$ cat src/rtl/wisc_pkg.sv
// Shared definitions for the forwarding/hazard controller: register-address
// width, operand-select encodings and the pipeline tag-slot record.
package wisc_pkg;

    localparam int REG_AW = 32'd4;

    localparam logic [1:0] SEL_RF    = 2'b00;
    localparam logic [1:0] SEL_EXMEM = 2'b01;
    localparam logic [1:0] SEL_MEMWB = 2'b10;
    localparam logic [1:0] SEL_IMM   = 2'b11;

    typedef struct packed {
        logic              valid;
        logic [REG_AW-1:0] rd;
        logic              regwrite;
        logic              memread;
    } tag_t;

    localparam tag_t TAG_NULL = '{
        valid:    1'b0,
        rd:       {REG_AW{1'b0}},
        regwrite: 1'b0,
        memread:  1'b0
    };

    // A slot forwards only when it really writes a non-zero register.
    function automatic logic fwd_hit(input tag_t t, input logic [REG_AW-1:0] addr);
        return t.valid & t.regwrite & (t.rd != {REG_AW{1'b0}}) & (t.rd == addr);
    endfunction

endpackage

$ cat src/rtl/fwd_tag_slot.sv
// One pipeline tag register: asynchronously cleared, bubble beats load.
module fwd_tag_slot
    import wisc_pkg::*;
(
    input  logic clk,
    input  logic rst_n,
    input  logic load,
    input  logic bubble,
    input  tag_t d,
    output tag_t q
);

    tag_t q_r;

    // Tag storage with bubble insertion.
    always_ff @(posedge clk or negedge rst_n) begin
        if (!rst_n) begin
            q_r <= TAG_NULL;
        end else if (bubble) begin
            q_r <= TAG_NULL;
        end else if (load) begin
            q_r <= d;
        end else begin
            q_r <= q_r;
        end
    end

    assign q = q_r;

endmodule

$ cat src/rtl/fwd_ctrl.sv
// EX-operand forwarding select generation and load-use stall detection for a
// five-stage pipeline, tracking destination tags in the EX, MEM and WB slots.
module fwd_ctrl #(
    parameter int REG_AW = wisc_pkg::REG_AW
) (
    input  logic              clk,
    input  logic              rst_n,
    input  logic              id_valid,
    input  logic [REG_AW-1:0] id_rs,
    input  logic [REG_AW-1:0] id_rt,
    input  logic              id_rs_used,
    input  logic              id_rt_used,
    input  logic              id_imm_b,
    input  logic [REG_AW-1:0] id_rd,
    input  logic              id_regwrite,
    input  logic              id_memread,
    input  logic              flush,
    output logic              stall,
    output logic [1:0]        ex_sel_a,
    output logic [1:0]        ex_sel_b,
    output logic              ex_valid
);

    import wisc_pkg::*;

    tag_t       id_tag_s;
    tag_t       ex_tag_s;
    tag_t       mem_tag_s;
    tag_t       wb_tag_s;
    logic       load_hit_s;
    logic       stall_s;
    logic       ex_bubble_s;
    logic [1:0] sel_a_nx_s;
    logic [1:0] sel_b_nx_s;
    logic [1:0] sel_a_r;
    logic [1:0] sel_b_r;

    // Youngest producer wins; WB hits read the register file (write-before-read).
    function automatic logic [1:0] src_sel(
        input logic              used,
        input logic [REG_AW-1:0] addr,
        input tag_t              ex_t,
        input tag_t              mem_t,
        input tag_t              wb_t
    );
        if (!used) begin
            return SEL_RF;
        end else if (fwd_hit(ex_t, addr)) begin
            return SEL_EXMEM;
        end else if (fwd_hit(mem_t, addr)) begin
            return SEL_MEMWB;
        end else if (fwd_hit(wb_t, addr)) begin
            return SEL_RF;
        end else begin
            return SEL_RF;
        end
    endfunction

    // Pack the ID instruction into a tag for the EX slot.
    always_comb begin
        id_tag_s          = TAG_NULL;
        id_tag_s.valid    = id_valid;
        id_tag_s.rd       = id_rd;
        id_tag_s.regwrite = id_regwrite;
        id_tag_s.memread  = id_memread;
    end

    // Load-use detection against the instruction currently in EX; flush wins.
    always_comb begin
        load_hit_s = ex_tag_s.valid & ex_tag_s.memread
                   & (ex_tag_s.rd != {REG_AW{1'b0}})
                   & ((id_rs_used & (id_rs == ex_tag_s.rd))
                    | (id_rt_used & ~id_imm_b & (id_rt == ex_tag_s.rd)));
        if (flush) begin
            stall_s = 1'b0;
        end else if (id_valid) begin
            stall_s = load_hit_s;
        end else begin
            stall_s = 1'b0;
        end
        ex_bubble_s = flush | stall_s | ~id_valid;
    end

    // Next-cycle operand selects for the ID instruction.
    always_comb begin
        sel_a_nx_s = src_sel(id_rs_used, id_rs, ex_tag_s, mem_tag_s, wb_tag_s);
        if (id_imm_b) begin
            sel_b_nx_s = SEL_IMM;
        end else begin
            sel_b_nx_s = src_sel(id_rt_used, id_rt, ex_tag_s, mem_tag_s, wb_tag_s);
        end
    end

    // Registered selects; a bubble entering EX reads the register file.
    always_ff @(posedge clk or negedge rst_n) begin
        if (!rst_n) begin
            sel_a_r <= SEL_RF;
            sel_b_r <= SEL_RF;
        end else if (ex_bubble_s) begin
            sel_a_r <= SEL_RF;
            sel_b_r <= SEL_RF;
        end else begin
            sel_a_r <= sel_a_nx_s;
            sel_b_r <= sel_b_nx_s;
        end
    end

    fwd_tag_slot u_ex_slot (
        .clk    (clk),
        .rst_n  (rst_n),
        .load   (1'b1),
        .bubble (ex_bubble_s),
        .d      (id_tag_s),
        .q      (ex_tag_s)
    );

    // MEM and WB advance every cycle, even while EX takes a bubble.
    fwd_tag_slot u_mem_slot (
        .clk    (clk),
        .rst_n  (rst_n),
        .load   (1'b1),
        .bubble (1'b0),
        .d      (ex_tag_s),
        .q      (mem_tag_s)
    );

    fwd_tag_slot u_wb_slot (
        .clk    (clk),
        .rst_n  (rst_n),
        .load   (1'b1),
        .bubble (1'b0),
        .d      (mem_tag_s),
        .q      (wb_tag_s)
    );

    assign stall    = stall_s;
    assign ex_sel_a = sel_a_r;
    assign ex_sel_b = sel_b_r;
    assign ex_valid = ex_tag_s.valid;

endmodule

$ cat config.mk
export PLATFORM = sky130hd
export DESIGN_NAME = fwd_ctrl
export DESIGN_NICKNAME = d
export VERILOG_FILES = /design/src/rtl/wisc_pkg.sv /design/src/rtl/fwd_tag_slot.sv /design/src/rtl/fwd_ctrl.sv
export SDC_FILE = /design/constraint.sdc
export NUM_CORES = 1
export LEC_CHECK = 0
export CAP_MARGIN = 20
export CORE_ASPECT_RATIO = 0.9
export CORE_UTILIZATION = 45
export CTS_CLUSTER_DIAMETER = 200
export CTS_CLUSTER_SIZE = 40
export DETAILED_ROUTE_END_ITERATION = 8
export PLACE_DENSITY_LB_ADDON = 0.2
export SLEW_MARGIN = 10
export SYNTH_ARGS = -nofsm -noshare
export SYNTH_HDL_FRONTEND = slang
export SYNTH_SLANG_ARGS = --single-unit
$ cat constraint.sdc
create_clock -name clk -period 2.6 [get_ports clk]
set_clock_uncertainty 0.1 [all_clocks]
set_input_delay 0.52 -clock clk [delete_from_list [all_inputs] [get_ports clk]]
set_output_delay 0.52 -clock clk [all_outputs]
set_load 0.02 [all_outputs]
* Word-level counts from Yosys, hierarchy flattened
Index checks and enable logic that the tools add are counted.
** Storage, ports and cells
- Register bits :: 17
- Input bits :: 21
- Output and inout bits :: 6
- Logic and storage cells :: 48
** Cells by class
- Equal/unequal tests :: 6
- Muxes and demuxes :: 12
- Bitwise gates (word level) :: 19
- Reduce and logical (&&, ||, !) cells :: 2
** Operators by type and width (number)
- equality test 4 bit :: 6
- 2-to-1 mux 2 bit :: 9
- AND 1 bit :: 14
- nonzero test 4 bit :: 2
- 2-to-1 mux 7 bit :: 1
- bitwise OR 1 bit :: 3
- 2-to-1 mux 1 bit :: 2
- inverter 1 bit :: 2

* Depth between registers and ports, before layout
- Depth after elaboration :: 10
- Gate-level depth with buffers :: 5
- Mapped depth without buffers :: 4

* Cells and area by module
Synthesis repeated with hierarchy kept, for this count alone.
** Unflattened totals
- Cell total of the unflattened synthesis :: 93
- Area total of the unflattened synthesis :: 1018.5 um^2
** By module, submodules not included
- fwd_tag_slot :: times used 2, cells an instance 22, area each 282.8 um^2, sequential area each 175.2 um^2
- fwd_ctrl :: times used 1, cells an instance 49, area each 452.9 um^2, sequential area each 100.1 um^2

* Worst setup path before layout
No wires, ideal clock.
- Path type :: register to output
- Start point :: register u_ex_slot.q_r (netlist bit u_ex_slot.q[2])
- End point :: output stall
- Arrival :: 1.776 ns
- Required time :: 1.980 ns
- Path slack :: 0.204 ns
- Cell stages (with the launch flop) :: 6
- Path buffers :: 1
- Cells stage by stage :: dfrtp_1 -> or4_4 -> and4_4 -> and4_2 -> buf_6 -> o21ba_2
** On the way
- Word-level cells in the longest chain between the ends :: 6
- Elaborated cells between the ends (all ways) :: 10
- Classes of those cells :: eq/ne (2); mux (2); bitwise (5); reduce/logical (1)
** RTL lines
- start, declared :: RTL line fwd_tag_slot.sv:13 : tag_t q_r;
- start signal, assigned :: RTL line fwd_tag_slot.sv:24 : q_r <= q_r;
- equality test 4 bit (on tied branches) :: RTL line fwd_ctrl.sv:72, fwd_ctrl.sv:73
- AND 1 bit (on tied branches) :: RTL line fwd_ctrl.sv:72, fwd_ctrl.sv:73
- bitwise OR 1 bit :: RTL line fwd_ctrl.sv:73 : | (id_rt_used & ~id_imm_b & (id_rt == ex_tag_s.rd)));
- AND 1 bit (*) :: RTL line fwd_ctrl.sv:72 : & ((id_rs_used & (id_rs == ex_tag_s.rd))
- 2-to-1 mux 1 bit (*) :: RTL line fwd_ctrl.sv:76 : end else if (id_valid) begin
- 2-to-1 mux 1 bit (*) :: RTL line fwd_ctrl.sv:74 : if (flush) begin
- end, declared :: RTL line fwd_ctrl.sv:18 : output logic stall,
Every way passes the cells marked *; elsewhere a longest branch is shown, timed or not.

* Worst setup path in the final report
- Start point :: input id_rs[0]
- End point :: output stall
** On the way
- Word-level cells in the longest chain between the ends :: 6
** RTL lines
- start, declared :: RTL line fwd_ctrl.sv:9 : input logic [REG_AW-1:0] id_rs,
- equality test 4 bit :: RTL line fwd_ctrl.sv:72
- AND 1 bit :: RTL line fwd_ctrl.sv:72
- bitwise OR 1 bit :: RTL line fwd_ctrl.sv:73
- AND 1 bit :: RTL line fwd_ctrl.sv:72
- 2-to-1 mux 1 bit :: RTL line fwd_ctrl.sv:76
- 2-to-1 mux 1 bit :: RTL line fwd_ctrl.sv:74
Every way passes these cells.

==> results.sh <==
export IMPL_leakagePower_nw=0.6330
export IMPL_worstSkewPairLatency_ns=0.30
export IMPL_slowest_stage="sky130_fd_sc_hd__clkdlybuf4s50_1"
export IMPL_initial_core_util_pct=49.93
export IMPL_dominantRegCellSynth="sky130_fd_sc_hd__dfrtp_1"
export IMPL_place_detailed_hpwl_mm=1.521
export IMPL_hold_start="u_ex_slot.q[1]"
export IMPL_timing_critical_path_arrival_ns=1.96
export IMPL_cap_viol_max_count=0
export IMPL_cts_htree_levels=1
export IMPL_synth_cell_type_count=25
export IMPL_clock_transition_at_the_registers_of_the_reported_paths_ns=0.10
export IMPL_detailroute_via_count=701
export IMPL_drt_wl_total_mm=1.955
export IMPL_first_global_vias=721
export IMPL_setup_violations_final=0
export IMPL_synth_enable_flop_cells=0
export IMPL_power_frac_comb_pct=19.9
export IMPL_timing_critical_path_slowest_cell_delay_ns=0.45
export IMPL_detail_route_wl_per_cell_um=13.77
export IMPL_core_area_um2=1734
export IMPL_row_count=14
export IMPL_postSynth_asyncResetShare_pct=100.0
export IMPL_timing_critical_path_fanout_max=2
export IMPL_reg2reg_setup_slack_ns=0.52
export IMPL_detail_route_first_pass_iterations=4
export IMPL_setup_tns_ns=0
export IMPL_startpoint_type="primary input"
export IMPL_timing_critical_path_required_ns=1.98
export IMPL_design_final_nets=140
export IMPL_syn_cell_area_um2=865.8
export IMPL_total_switching_power_uw=138.8
export IMPL_hold_path_class="flop to flop"
export IMPL_post_drt_via_cell_ratio=4.937
export IMPL_worstReg2RegStart="u_ex_slot.q[3]"
export IMPL_die_h_um=43.61
export IMPL_pin_count=27
export IMPL_ys_top_cells_by_count="sky130_fd_sc_hd__dfrtp_1 (17), sky130_fd_sc_hd__xor2_1 (13), sky130_fd_sc_hd__nor3b_2 (6)"
export IMPL_r2r_end="ex_sel_a[0]"
export IMPL_cell_breakdown_of_the_critical_path="clkdlybuf4s50_1 > xor2_1 > nor4_2 > and3_4 > o21ba_4 > buf_6"
export IMPL_post_synth_top_count_cell="sky130_fd_sc_hd__dfrtp_1"
export IMPL_cts_hold_repair_buffers=0
export IMPL_tightest_slew_ns=0.7383
export IMPL_ys_top_cells_by_area="sky130_fd_sc_hd__dfrtp_1 (49%), sky130_fd_sc_hd__xor2_1 (13%), sky130_fd_sc_hd__nor3b_2 (8.7%)"
export IMPL_grt_first_pass_wirelength_mm=3.153
export IMPL_worst_slew_margin_rel_pct=50.63
export IMPL_end_kind="output port"
export IMPL_cts_tree="built"
export IMPL_critical_path_startpoint="id_rs[0]"
export IMPL_min_period_ns=2.583
export IMPL_power_share_sequential_pct=52.3
export IMPL_grt_overflow_total=0
export IMPL_hold_path_depth=0
export IMPL_synth_top_cell_by_area="sky130_fd_sc_hd__dfrtp_1"
export IMPL_setup_repair_after_global_routing_missed_its_margin="true"
export IMPL_netSwitchingFraction_pct=25.86
export IMPL_clock_power_share_pct=27.9
export IMPL_synth_yosys_seq_area_share_pct=49.13
export IMPL_power_density_nw_per_um2=394.6
export IMPL_antenna_found_initial=0
export IMPL_area_share_of_the_leading_cell_type_in_the_synthesized_netlist_pct=49.13
export IMPL_diodes=0
export IMPL_number_of_drc_violations_after_detailed_routing_iteration_0=7
export IMPL_fin_total_pwr_uw=536.6
export IMPL_cts_sink_count=17
export IMPL_avgSynthCellArea_um2=12.92
export IMPL_synth_seq_cells=17
export IMPL_rr_worst_depth=6
export IMPL_clk_path_buf_depth=2
export IMPL_report_final_slew_viol_count=0
export IMPL_run_status="complete, no violations"
export IMPL_number_of_port_buffers=26
export IMPL_max_vdd_ir_drop_mv=0.4417
export IMPL_final_hold_violation_count=0
export IMPL_power_internal_uw=397.8
export IMPL_path_class="primary input to output port"
export IMPL_cts_buffers=3
export IMPL_die_x_um=48.24
export IMPL_layout_drive_gt1_share_pct=38.14
export IMPL_maximum_number_of_pins_on_one_net_before_global_route_repair=18
export IMPL_ys_warnings_count=0
export IMPL_post_synthesis_cell_count=67
export IMPL_finalCritPeriodShare_pct=99.34
export IMPL_postRouteAntennaNets=0
export IMPL_route_detailed_drc=0
export IMPL_finalWeightedCongestion=0.8389
export IMPL_areaGrowthSynthToFinish_pct=57.08
export IMPL_maxClockFrequency_mhz=387.2
export IMPL_synthesis_nets=88
export IMPL_die_area_um2=2104
export IMPL_min_to="u_mem_slot.q[1]"
export IMPL_track_usage_pct=22.56
export IMPL_cts_root_buffer_cell="sky130_fd_sc_hd__clkbuf_4"
[how the worst max path moves through the flow]
| stage | slack (ns) | endpoint | cells after the start |
|---|---|---|---|
| floorplan | 0.20 | stall | 5 |
| global placement | -0.51 | stall | 7 |
| detailed placement | -0.59 | stall | 7 |
| CTS | 0.00005 | stall | 8 |
| global route | -0.05 | stall | 6 |
| finish | 0.02 | stall | 6 |
[through the flow]
| step | instances | cell area (µm²) | util, % | hold WS [ns] | setup WS (ns) |
|---|---|---|---|---|---|
| finish | 142 | 1360 | 78.43 | 0.2828 | 0.01720 |
| CTS | 142 | 1340 | 77.27 | 0.2866 | 0.00005085 |
| floorplan | 67 | 865.8 | - | 0.1244 | 0.2037 |
| global placement | 136 | 1291 | 74.46 | 0.2528 | -0.5128 |
| detailed placement | 136 | 1291 | 74.46 | 0.2668 | -0.5903 |
| global route | 142 | 1360 | 78.43 | 0.3057 | -0.05359 |
[per-layer routing]
metal | global-route usage (%) | up-vias | routed length, µm
met2 | 36.27 | 21 | 1001
li1 | - | 345 | -
met3 | 8.750 | 6 | 100
met1 | 26.98 | 329 | 818
met4 | 7.778 | 0 | 34
met5 | 0 | - | 0
[power groups by stage]
stage | clock (mW) | combinational (mW) | sequential, mW
after CTS | 0.152 | 0.107 | 0.280
after global placement | 0 | 0.103 | 0.286
after floorplan | 0 | 0.0332 | 0.288
after global routing | 0.168 | 0.115 | 0.282
after detailed placement | 0 | 0.105 | 0.286
final | 0.150 | 0.107 | 0.280
[cell usage in the layout, fill, tap and decap left out, types with 2 or more instances in the layout]
master,instances
sky130_fd_sc_hd__dfrtp_1,17
sky130_fd_sc_hd__and4_4,2
sky130_fd_sc_hd__xnor2_1,3
sky130_fd_sc_hd__nand2_1,2
sky130_fd_sc_hd__xor2_1,13
sky130_fd_sc_hd__dlygate4sd2_1,4
sky130_fd_sc_hd__inv_1,2
sky130_fd_sc_hd__nor3b_2,6
sky130_fd_sc_hd__buf_6,3
sky130_fd_sc_hd__clkbuf_4,3
sky130_fd_sc_hd__nor4_1,3
sky130_fd_sc_hd__buf_4,21
sky130_fd_sc_hd__clkdlybuf4s50_1,20
sky130_fd_sc_hd__nor4_2,2
[logic make-up (layout without fill, tap and decap cells)]
family	Yosys count	in the layout	share of synthesized area, %
simple gates	24	24	24.42
flops	17	17	49.13
xor+xnor	16	16	16.19
compound gates	6	6	6.792
buf+inv	4	55	3.468
[sequential cells by signal, indices dropped and copies added, names as in the netlist]
| signal | count |
|---|---|
| u_ex_slot.q | 7 |
| u_mem_slot.q | 6 |
| ex_sel_a | 2 |
| ex_sel_b | 2 |
[layout make-up]
cell class / count / area (µm²)
clock inverter: 1 / 7.507
clock buffer: 3 / 22.52
tap: 24 / 30.03
inverter: 2 / 7.507
multi-input combinational: 46 / 427.9
timing repair buffer: 49 / 439.2
fill: 114 / 374.1
sequential: 17 / 425.4
[worst max-delay path, delay by kind of cell]
kind                      cells  cell delay [ns]
buffers and inverters         2             0.56
and+or+nand+nor               2             0.57
AOI/OAI and AO/OA             1             0.14
xor gates and xnor gates      1             0.17
[timing repair]
| action | in CTS | in global routing |
|---|---|---|
| setup endpoints to repair | 1 | 1 |
| hold endpoints to repair | 0 | 0 |
| buffers inserted | 2 | 1 |
| pin swaps | 2 | 6 |
| resized for setup | 12 | 5 |
Power figures use the tool's default switching activity.
